File: src/rtl/mem_arb_pkg.sv
// Shared types for the two-port data-memory arbiter.
package mem_arb_pkg;

    localparam int NUM_REQ = 2;

    typedef enum logic [0:0] {
        IDLE    = 1'b0,
        RD_WAIT = 1'b1
    } state_t;

    typedef logic [0:0] req_id_t;

endpackage

File: src/rtl/mem_arbiter_rr_pick2.sv
// Combinational two-way round-robin picker: on a tie, the requester not granted last wins.
module rr_pick2
    import mem_arb_pkg::*;
(
    input  logic [NUM_REQ-1:0] req,
    input  req_id_t            last,
    output logic [NUM_REQ-1:0] gnt,
    output req_id_t            win
);

    always_comb begin
        gnt = '0;
        win = 1'b0;
        case (req)
            2'b01: begin
                gnt = 2'b01;
                win = 1'b0;
            end
            2'b10: begin
                gnt = 2'b10;
                win = 1'b1;
            end
            2'b11: begin
                if (last == 1'b1) begin
                    gnt = 2'b01;
                    win = 1'b0;
                end else begin
                    gnt = 2'b10;
                    win = 1'b1;
                end
            end
            default: begin
                gnt = '0;
                win = 1'b0;
            end
        endcase
    end

endmodule

File: src/rtl/mem_arbiter.sv
// Arbitrates one data-memory/IO port between the core LSU (m0) and a debug loader (m1).
// Writes complete in the grant cycle; a read blocks further grants until its data returns.
module mem_arbiter
    import mem_arb_pkg::*;
#(
    parameter int ADDR_W = 32,
    parameter int DATA_W = 32,
    parameter int RD_LAT = 1
) (
    input  logic                i_clk,
    input  logic                i_reset,
    input  logic                i_m0_req,
    input  logic                i_m0_we,
    input  logic [ADDR_W-1:0]   i_m0_addr,
    input  logic [DATA_W-1:0]   i_m0_wdata,
    input  logic [DATA_W/8-1:0] i_m0_be,
    output logic                o_m0_gnt,
    output logic                o_m0_rvalid,
    output logic [DATA_W-1:0]   o_m0_rdata,
    input  logic                i_m1_req,
    input  logic                i_m1_we,
    input  logic [ADDR_W-1:0]   i_m1_addr,
    input  logic [DATA_W-1:0]   i_m1_wdata,
    input  logic [DATA_W/8-1:0] i_m1_be,
    output logic                o_m1_gnt,
    output logic                o_m1_rvalid,
    output logic [DATA_W-1:0]   o_m1_rdata,
    output logic                o_mem_req,
    output logic                o_mem_we,
    output logic [ADDR_W-1:0]   o_mem_addr,
    output logic [DATA_W-1:0]   o_mem_wdata,
    output logic [DATA_W/8-1:0] o_mem_be,
    input  logic [DATA_W-1:0]   i_mem_rdata,
    output logic                o_busy
);

    localparam int                CNT_W = $clog2(RD_LAT + 1);
    localparam logic [CNT_W-1:0] LAT_C = CNT_W'(RD_LAT);

    state_t             state;
    logic [CNT_W-1:0]   cnt;
    req_id_t            owner;
    req_id_t            last;
    logic [NUM_REQ-1:0] req_vec;
    logic [NUM_REQ-1:0] gnt_vec;
    req_id_t            win;
    logic               any_gnt;
    logic               rd_done;

    function automatic logic [CNT_W-1:0] cnt_sat_inc(input logic [CNT_W-1:0] c);
        return (c == LAT_C) ? c : c + CNT_W'(1);
    endfunction

    // Reset gates requests so grants and the memory strobe drop immediately on assertion.
    assign req_vec = (state == IDLE && !i_reset) ? {i_m1_req, i_m0_req} : '0;

    rr_pick2 u_pick (
        .req  (req_vec),
        .last (last),
        .gnt  (gnt_vec),
        .win  (win)
    );

    assign any_gnt  = |gnt_vec;
    assign o_m0_gnt = gnt_vec[0];
    assign o_m1_gnt = gnt_vec[1];

    always_comb begin
        o_mem_req   = 1'b0;
        o_mem_we    = 1'b0;
        o_mem_addr  = '0;
        o_mem_wdata = '0;
        o_mem_be    = '0;
        if (any_gnt) begin
            o_mem_req = 1'b1;
            if (win == 1'b1) begin
                o_mem_we    = i_m1_we;
                o_mem_addr  = i_m1_addr;
                o_mem_wdata = i_m1_wdata;
                o_mem_be    = i_m1_be;
            end else begin
                o_mem_we    = i_m0_we;
                o_mem_addr  = i_m0_addr;
                o_mem_wdata = i_m0_wdata;
                o_mem_be    = i_m0_be;
            end
        end
    end

    always_ff @(posedge i_clk or posedge i_reset) begin
        if (i_reset) begin
            state <= IDLE;
            cnt   <= '0;
            owner <= 1'b0;
            last  <= 1'b1;
        end else begin
            case (state)
                IDLE: begin
                    if (any_gnt) begin
                        last <= win;
                        if (!o_mem_we) begin
                            owner <= win;
                            state <= RD_WAIT;
                            cnt   <= CNT_W'(1);
                        end
                    end
                end
                RD_WAIT: begin
                    if (rd_done) begin
                        state <= IDLE;
                        cnt   <= '0;
                    end else begin
                        cnt <= cnt_sat_inc(cnt);
                    end
                end
                default: begin
                    state <= IDLE;
                    cnt   <= '0;
                end
            endcase
        end
    end

    // Read data is only forwarded in the single cycle the counter reaches the latency.
    assign rd_done     = (state == RD_WAIT) && (cnt == LAT_C);
    assign o_busy      = (state == RD_WAIT);
    assign o_m0_rvalid = rd_done && (owner == 1'b0);
    assign o_m1_rvalid = rd_done && (owner == 1'b1);
    assign o_m0_rdata  = o_m0_rvalid ? i_mem_rdata : '0;
    assign o_m1_rdata  = o_m1_rvalid ? i_mem_rdata : '0;

endmodule

File: config.mk
export PLATFORM = sky130hd
export DESIGN_NAME = mem_arbiter
export DESIGN_NICKNAME = d
export VERILOG_FILES = /design/src/rtl/mem_arb_pkg.sv /design/src/rtl/mem_arbiter_rr_pick2.sv /design/src/rtl/mem_arbiter.sv
export SDC_FILE = /design/constraint.sdc
export NUM_CORES = 1
export LEC_CHECK = 0
export BUFFER_PORTS_ARGS = -buffer_cell sky130_fd_sc_hd__buf_2
export CAP_MARGIN = 20
export CORE_AREA = 2 2 120 122
export CTS_BUF_LIST = sky130_fd_sc_hd__clkbuf_4 sky130_fd_sc_hd__clkbuf_8 sky130_fd_sc_hd__clkbuf_16
export DETAILED_ROUTE_END_ITERATION = 12
export DIE_AREA = 0 0 122 124
export GPL_TIMING_DRIVEN = 0
export MAX_ROUTING_LAYER = met4
export PLACE_DENSITY = 0.48
export SETUP_SLACK_MARGIN = 0.1
export SKIP_CTS_REPAIR_TIMING = 1
export SYNTH_ARGS = -nofsm -noshare
export SYNTH_HDL_FRONTEND = slang
export SYNTH_SLANG_ARGS = --single-unit
File: constraint.sdc
create_clock -name i_clk -period 4.15 [get_ports i_clk]
set_input_delay 0.83 -clock i_clk [delete_from_list [all_inputs] [get_ports i_clk]]
set_output_delay 0.83 -clock i_clk [all_outputs]
set_load 0.1 [all_outputs]
Word-level counts from Yosys, hierarchy flattened. Index checks and enable logic that the tools add are counted.

Flip-flop bits (word level): 4. Input bits: 174. Output and inout port bits: 139. Word-level logic and storage cells: 47.

Equality and inequality tests: 5. Muxes and demuxes: 25. Add/subtract/negate cells: 1. Bitwise logic cells: 3. Reduce and logical (&&, ||, !) cells: 9.

Operators by type and width (count): $mux 32 (6); $mux 1 (11); $mux 4 (2); $pmux 1 s2 (3); $pmux 2 s3 (1); $eq 2x2->1 const B (2); $logic_and 1x1->1 (4); $mux 2 (2); $ne 2x2->1 const B (2); $reduce_and 2->1 (2); $not 1->1 (3); $reduce_and 3->1 (1); $eq 2x1->1 const B (1); $reduce_or 2->1 (1); $add 1x1->1 const B (1); $logic_not 1->1 (1).

Longest topological paths before layout. Gate-level depths: netlist (run 1).

Depth in word-level cells: 10. Gate-level depth with buffers: 5. Gate-level depth less buffers: 3.

Hierarchy. From an unflattened synthesis (run 1), not the netlist that was laid out.

Cells, all modules: 250. Area, all modules: 1778.0 um^2.

By module, submodules not included: mem_arbiter (seq. area each 101.3 um^2, cells an instance 246, area an instance 1751.7 um^2, times used 1); rr_pick2 (seq. area each 0.0 um^2, cells an instance 4, area an instance 26.3 um^2, times used 1).

Worst setup path after synthesis (run 1). OpenSTA, ideal clock, no wires.

Kind: reg2out. Start point: register state (netlist: o_busy). End point: output o_m0_gnt. Cell stages (with the launch flop): 3. Arrival: 3.485 ns. Slack: -0.165 ns. Buffers on the path: 0. Data required time: 3.320 ns. Path through: dfrtp_1 > or2_1 > a211oi_1.

Word-level cells in the longest chain between the ends: 5. Elaborated cells on any way between the ends: 7. Those cells by class: 3 x eq/ne; 2 x mux; 1 x bitwise; 1 x reduce/logical.

Ends and longest elaborated chain: start: declaration (line mem_arbiter.sv:40) `state_t state;`; start signal: assignment (line mem_arbiter.sv:92) `state <= IDLE;`; start signal: assignment (line mem_arbiter.sv:103) `state <= RD_WAIT;`; start signal: assignment (line mem_arbiter.sv:110) `state <= IDLE;`; $not 1->1 (no source line) (*); $logic_and 1x1->1 (*) (line mem_arbiter.sv:55) `assign req_vec = (state == IDLE && !i_reset) ? {i_m1_req, i_m0_req} : '0;`; $mux 2 (*) (line mem_arbiter.sv:55); $eq 2x2->1 / $eq 2x1->1 (equally long branches) (line mem_arbiter_rr_pick2.sv:14) `case (req)`; $pmux 2 s3 (*) (line mem_arbiter_rr_pick2.sv:14); end: declaration (line mem_arbiter.sv:17) `output logic o_m0_gnt,`.

Mark *: on every way between the ends. The rest lies on a longest branch, timed or not.

Worst setup path in the final report (run 1).
Start point: input i_m0_req. End point: output o_mem_be[2].

Word-level cells in the longest chain between the ends: 5. Elaborated cells on any way between the ends: 9. Those cells by class: 3 x eq/ne; 5 x mux; 1 x reduce/logical.

Ends and longest elaborated chain: start: declaration (line mem_arbiter.sv:12) `input logic i_m0_req,`; $mux 2 (*) (line mem_arbiter.sv:55); $eq 2x2->1 / $eq 2x1->1 (equally long branches) (line mem_arbiter_rr_pick2.sv:14); $pmux 2 s3 / $pmux 1 s2 (equally long branches) (line mem_arbiter_rr_pick2.sv:14); $reduce_or 2->1 / $mux 4 (equally long branches) (line mem_arbiter.sv:64, mem_arbiter.sv:76); $mux 4 (*) (line mem_arbiter.sv:74) `if (any_gnt) begin`; end: declaration (line mem_arbiter.sv:32) `output logic [DATA_W/8-1:0] o_mem_be,`.

Marks and branches as above.

==> results of run 1 <==
-- registers in the layout, summed over array words and instances, names as in the netlist --
name / flops
cnt: 1
last: 1
o_busy: 1
owner: 1
-- cells in the final DEF (no fill, tap or decap), drive strengths merged --
master,instances
a2111oi,1
a211o,1
a211oi,1
a21oi,2
a221o,1
a31oi,1
and2,65
and3,1
buf,336
clkbuf,16
dfrtp,3
dfstp,1
diode,1
inv,74
nand2,2
nand3,69
nor2,4
nor3b,1
o21ai,1
o31ai,69
or2,1
xor2,1
-- synth_stat cells (2+ instances only) --
master and count:
inv_1 73, nand3_1 69, o31ai_2 69, and2_1 65, buf_2 16, clkbuf_1 12, buf_6 7, nor2_1 4
dfrtp_1 3, a21oi_1 2
-- metrics by stage --
stage	setup WS, ns	power (mW)	hold slack, ns	std cells
6_report	0.747	2.46	0.531	832
5_1_grt	0.620	2.57	0.548	832
4_1_cts	0.679	2.49	0.532	831
3_5_place_dp	0.697	2.32	0.524	827
3_3_place_gp	0.686	2.32	0.519	827
2_1_floorplan	0.100	1.96	0.477	335
-- cell families (layout without fill, tap and decap cells) --
kind of cell    after synthesis  after routing  synth area share
other cells                   0              1                 0
flops                         4              4            0.0433
xor+xnor                      1              1           0.00374
buf+inv                     110            426             0.209
compound gates               77             77             0.401
simple gates                143            143             0.343
-- cell type report --
class	instances	area share
flip-flops and latches	4	0.0240
multi-input cells	221	0.416
plain buffers	36	0.0501
clock buffers	4	0.0196
diodes	1	0.000593
inverters	74	0.0659
repair buffers	312	0.370
well taps	180	0.0534
-- report_power, final --
part	internal [mW]	leakage, nW	switching (mW)
registers	0.0608	0.0465	0.0255
clock network	0.133	0.0416	0.0282
logic	0.376	2.52	1.84
-- routing by layer --
metal / wire, um / up-vias / track usage
met5: 0 / - / -
met3: 999 / 4 / 0.0316
met2: 5480 / 176 / 0.238
li1: - / 1753 / -
met4: 19 / 0 / 0.00575
met1: 4230 / 1470 / 0.145
-- worst max-delay path: stages --
cell	delay, ns
buf_2	0.13
nand2_2	0.17
clkbuf_1	0.40
buf_2	0.31
nand3_1	0.16
o31ai_2	0.09
buf_2	0.47
-- worst max-delay path by stage --
| stage | to | slack, ns | depth (start not counted) |
|---|---|---|---|
| finish | o_mem_be[2] | 0.75 | 7 |
| global route | o_mem_be[2] | 0.62 | 7 |
| CTS | o_mem_be[2] | 0.68 | 7 |
| detailed placement | o_mem_be[2] | 0.70 | 7 |
| global placement | o_mem_wdata[30] | 0.69 | 7 |
| floorplan | o_m1_rdata[22] | 0.10 | 3 |
==> qor.yml, run 1 <==
path_clk_slew_ns: 0.03
finalCritPeriodShare: 0.820
maxCapViolCount: 0
seq_area_frac_synth: 0.0433
finClkSkew_ns: 0.00353
wl_um: 10700
async_flop_share: 1.00
grt-ovfl-total: 0
cp-start-kind: "input pin"
final_area_mm2: 0.00422
drtIter0Drc: 75
cts_tree: "yes"
r2r_end: "owner$_DFFE_PP0P_"
maxSlewViolCount: 0
die-width_um: 122
syn-num-nets: 509
track_usage: 0.128
dpl_cell_area_mm2: 0.00413
clkLatencyLatePin_ns: 0.23
clock_path_buffers: 2
grt_max_degree: 11
max_freq_ghz: 0.294
clock_sinks: 4
ys_ff_latch: 4
layout-drive-gt1-share: 0.637
antenna_found_initial: 1
p_leak_nw: 2.61
ys_top_cells_by_area: "o31ai_2, and2_1, nand3_1, inv_1, buf_2"
fillers: 1565
yosys.area.top_type: "o31ai_2"
yosys.cell_types.count: 25
rrSetupSlack_ns: 2.72
via_per_inst: 4.09
drt_first_pass_iters: 4
synth_top_area_frac: 0.369
ant_nets: 0
hold_violations: 0
fin_nets: 826
area_delta_synth_final_pct: 80.2
routedWlPerCell_um: 12.9
cts_htree_levels: 1
ir_drop_v: 0.000263
die_h_um: 124
grt_pass1_vias: 3066
ys.flop_type: "dfrtp_1"
critPathMaxFanout: 10
hp-class: "in -> async"
fin_util: 0.307
run_status: "complete, no violations"
slew_headroom: 0.534
ff_latch_area_um2: 101
synthCells: 335
drc: 0
coreArea_mm2: 0.0137
setup_violations: 0
reg2reg_from: "o_busy$_DFF_PP0_"
vias: 3403
cp.arrival_ns: 2.57
cts_made_buffers: 3
grt_first_pass_wirelength_um: 15100
fp-row-count: 43
tns_ns: 0
die-area_mm2: 0.0151
critical_path_required_ns: 3.32
startpoint: "i_m0_req"
root_buffer: "clkbuf_16"
endpoint_kind: "primary output"
dp_hpwl_um: 9180
ioPinCount: 313
crit_type: "in -> out"
synth_warnings: 0
gp_congestion: 0.745
rsz0062_at_grt: "false"
worstMarginPinSlew_ns: 0.695
power_density_mw_per_mm2: 584
fin_crit_ns: 3.40
synth-edff-count: 0
reg2regPathDepth: 5
io_buffers: 312
synth_area_mm2: 0.00234
synth.avg_cell_area_um2: 6.98
multiInputGateArea_mm2: 0.00175
start_util: 0.171
Power figures use the tool's default switching activity.
==> run 2: changes to the inputs <==
- CORE_AREA: 2 2 120 122 -> 2 2 121 123
- DIE_AREA: 0 0 122 124 -> 0 0 123 125
- PLACE_DENSITY: 0.48 -> 0.49
- clock period: 4.15 -> 3 ns (I/O delays scaled with it)
==> run 2 against run 1 <==
First-iteration DRC count is 45% higher; critical endpoint is now o_mem_wdata[24]; highest routed layer unchanged; critical path type is now reg -> out; clock power grew 40%; cell area rose by 19%.
==> qor.yml, run 2 (same netlist as run 1, synthesis figures left out) <==
rsz0062_at_grt: "true"
wl_met3_um: 986  # -1.3%
fin_nets: 826  # unchanged
clock_path_buffers: 2  # unchanged
cts_made_buffers: 3  # unchanged
coreArea_mm2: 0.0142  # +3.5%
drc: 0  # unchanged
reg2regPathDepth: 5  # unchanged
track_usage: 0.144  # +0.0159
internal_power_uw: 952  # +67%
multiInputGateArea_mm2: 0.00238  # +36%
fillers: 1515  # -3.2%
total_power_mw: 3.74  # +52%
power_density_mw_per_mm2: 744  # +27%
routedWlPerCell_um: 14.4  # +11%
io_buffers: 312  # unchanged
die_h_um: 125  # +0.81%
cp_cell_sequence: "nand2_2, and2_1, buf_4, buf_6, o31ai_4, buf_2"
fin_crit_ns: 2.80
die-area_mm2: 0.0154  # +1.6%
reg2reg_from: "o_busy$_DFF_PP0_"
die-width_um: 123  # +0.82%
slowest_stage: "dfstp_2"
grt_first_pass_wirelength_um: 17300  # +14%
drtIter0Drc: 109  # +45%
maxSlewViolCount: 0  # unchanged
num_antenna_cells: 0  # -1
place_inst: 831  # +0.48%
ff_latch_area_um2: 103  # +1.2%
p_clk_frac: 0.061  # -0.005
finalCritPeriodShare: 0.932
clkLatencyLatePin_ns: 0.22  # about the same
worstMarginPinSlew_ns: 0.510  # -0.185 ns
wl_met1_um: 4410  # +4.2%
r2r_end: "owner$_DFFE_PP0P_"
pwr-share-seq: 0.032  # -0.003
setup_slack_ns: 0.205  # -0.542 ns
area_delta_synth_final_pct: 115
ioPinCount: 313  # unchanged
layout-drive-gt1-share: 0.673  # +0.0353
cp.arrival_ns: 2.20  # -0.37 ns
hp-class: "in -> async"
combPwrFrac: 0.908  # +0.009
maxCapViolCount: 0  # unchanged
max_freq_ghz: 0.358
fp-row-count: 44  # +2.3%
grt-ovfl-total: 0  # unchanged
mostFrequentLayoutCell: "buf_2"
via_per_inst: 4.30  # +5.0%
setup_violations: 0  # unchanged
gp_congestion: 0.761  # +2.1%
grt_pass1_vias: 3441  # +12%
critPathBufInv: 3  # -1
cts_tree: "yes"
dp_hpwl_um: 10200  # +12%
switchingPower_mw: 2.79  # +47%
dp_slack_ns: -0.0354  # -0.732 ns
critical_path_required_ns: 2.40  # -0.92 ns
dr.max_layer_used: "met4"
grt_max_degree: 11  # unchanged
clock_sinks: 4  # unchanged
rrSetupSlack_ns: 1.52  # -1.20 ns
slew_headroom: 0.660  # +0.126
ant_nets: 0  # unchanged
path_clk_slew_ns: 0.03  # about the same
cts_htree_levels: 1  # unchanged
critical-path-top-delay-family: "buffers and inverters"
vias: 3587  # +5.4%
endpoint_kind: "primary output"
critPathMaxFanout: 10  # unchanged
finalNonFillerCells: 835  # +0.36%
run_status: "complete, no violations"
p_leak_nw: 2.71  # +3.6%
hold_violations: 0  # unchanged
drt_first_pass_iters: 4  # unchanged
ir_drop_v: 0.000299  # +14%
wl_met2_um: 6580  # +20%
start_util: 0.165  # -0.00581
fin_util: 0.354  # +0.0464
root_buffer: "clkbuf_16"
wl_um: 12000  # +12%
swShare: 0.745  # -0.0232
cp-start-kind: "register"
crit_type: "reg -> out"
critPathMaxStageDelay_ns: 0.56  # +0.09 ns
antenna_found_initial: 0  # -1
finClkSkew_ns: 0.000206  # -0.00332 ns
final_cell_mix: "buf_2, inv_1, nand3_1, o31ai_4, clkbuf_4"
[run 2: cell count changes in the layout (fill, tap and decap cells not counted), moves of 3 or more]
cell,delta
clkbuf_2,+3
o31ai_2,-69
and2_2,+18
clkbuf_1,-3
and2_1,-18
buf_2,-68
o31ai_4,+69
clkbuf_4,+68
[run 2: worst reg2reg max path: stages (launching register included)]
cell and delay, ns:
dfrtp_2 0.46, nor3b_2 0.19, buf_2 0.29, buf_2 0.28
a21oi_1 0.09, nor2_1 0.10
[run 2: worst max-delay path by stage]
stage	from	endpoint	slack [ns]	cells after the start
floorplan	o_busy$_DFF_PP0_	o_mem_be[0]	0.13	5
global placement	i_m0_req	o_mem_wdata[10]	-0.03	5
detailed placement	i_m0_req	o_mem_wdata[10]	-0.04	5
CTS	i_m0_req	o_mem_wdata[10]	-0.04	5
global route	i_m1_req	o_mem_wdata[24]	0.03	7
finish	last$_DFFE_PP1P_	o_mem_wdata[24]	0.20	6
[run 2: area by class of cell]
class,count,share of cell area
inverter,74,0.0553
timing repair buffer,312,0.345
buffer,36,0.0428
sequential,4,0.0204
tap,184,0.0458
multi-input combinational,221,0.475
clock buffer,4,0.0164
[run 2: stage by stage]
step                instance area (um^2)  hold slack (ns)  TNS (ns)
floorplan                           2980            0.365         0
global placement                    4770            0.508    -0.196
detailed placement                  4770            0.524     -1.24
CTS                                 4850            0.303     -1.56
global route                        5020            0.311         0
finish                              5020            0.302         0
[run 2: per-layer routing]
layer  vias up  track usage
met5         -            -
li1       1765            -
met2       188        0.287
met4         0      0.00602
met1      1632        0.154
met3         2       0.0192
[run 2: power by group through the flow]
stage / clock, mW / combinational, mW / sequential [mW]
3_5_place_dp: 0 / 3.34 / 0.118
4_1_cts: 0.228 / 3.34 / 0.118
3_3_place_gp: 0 / 3.33 / 0.116
2_1_floorplan: 0 / 2.81 / 0.141
6_report: 0.226 / 3.39 / 0.118
5_1_grt: 0.234 / 3.52 / 0.123
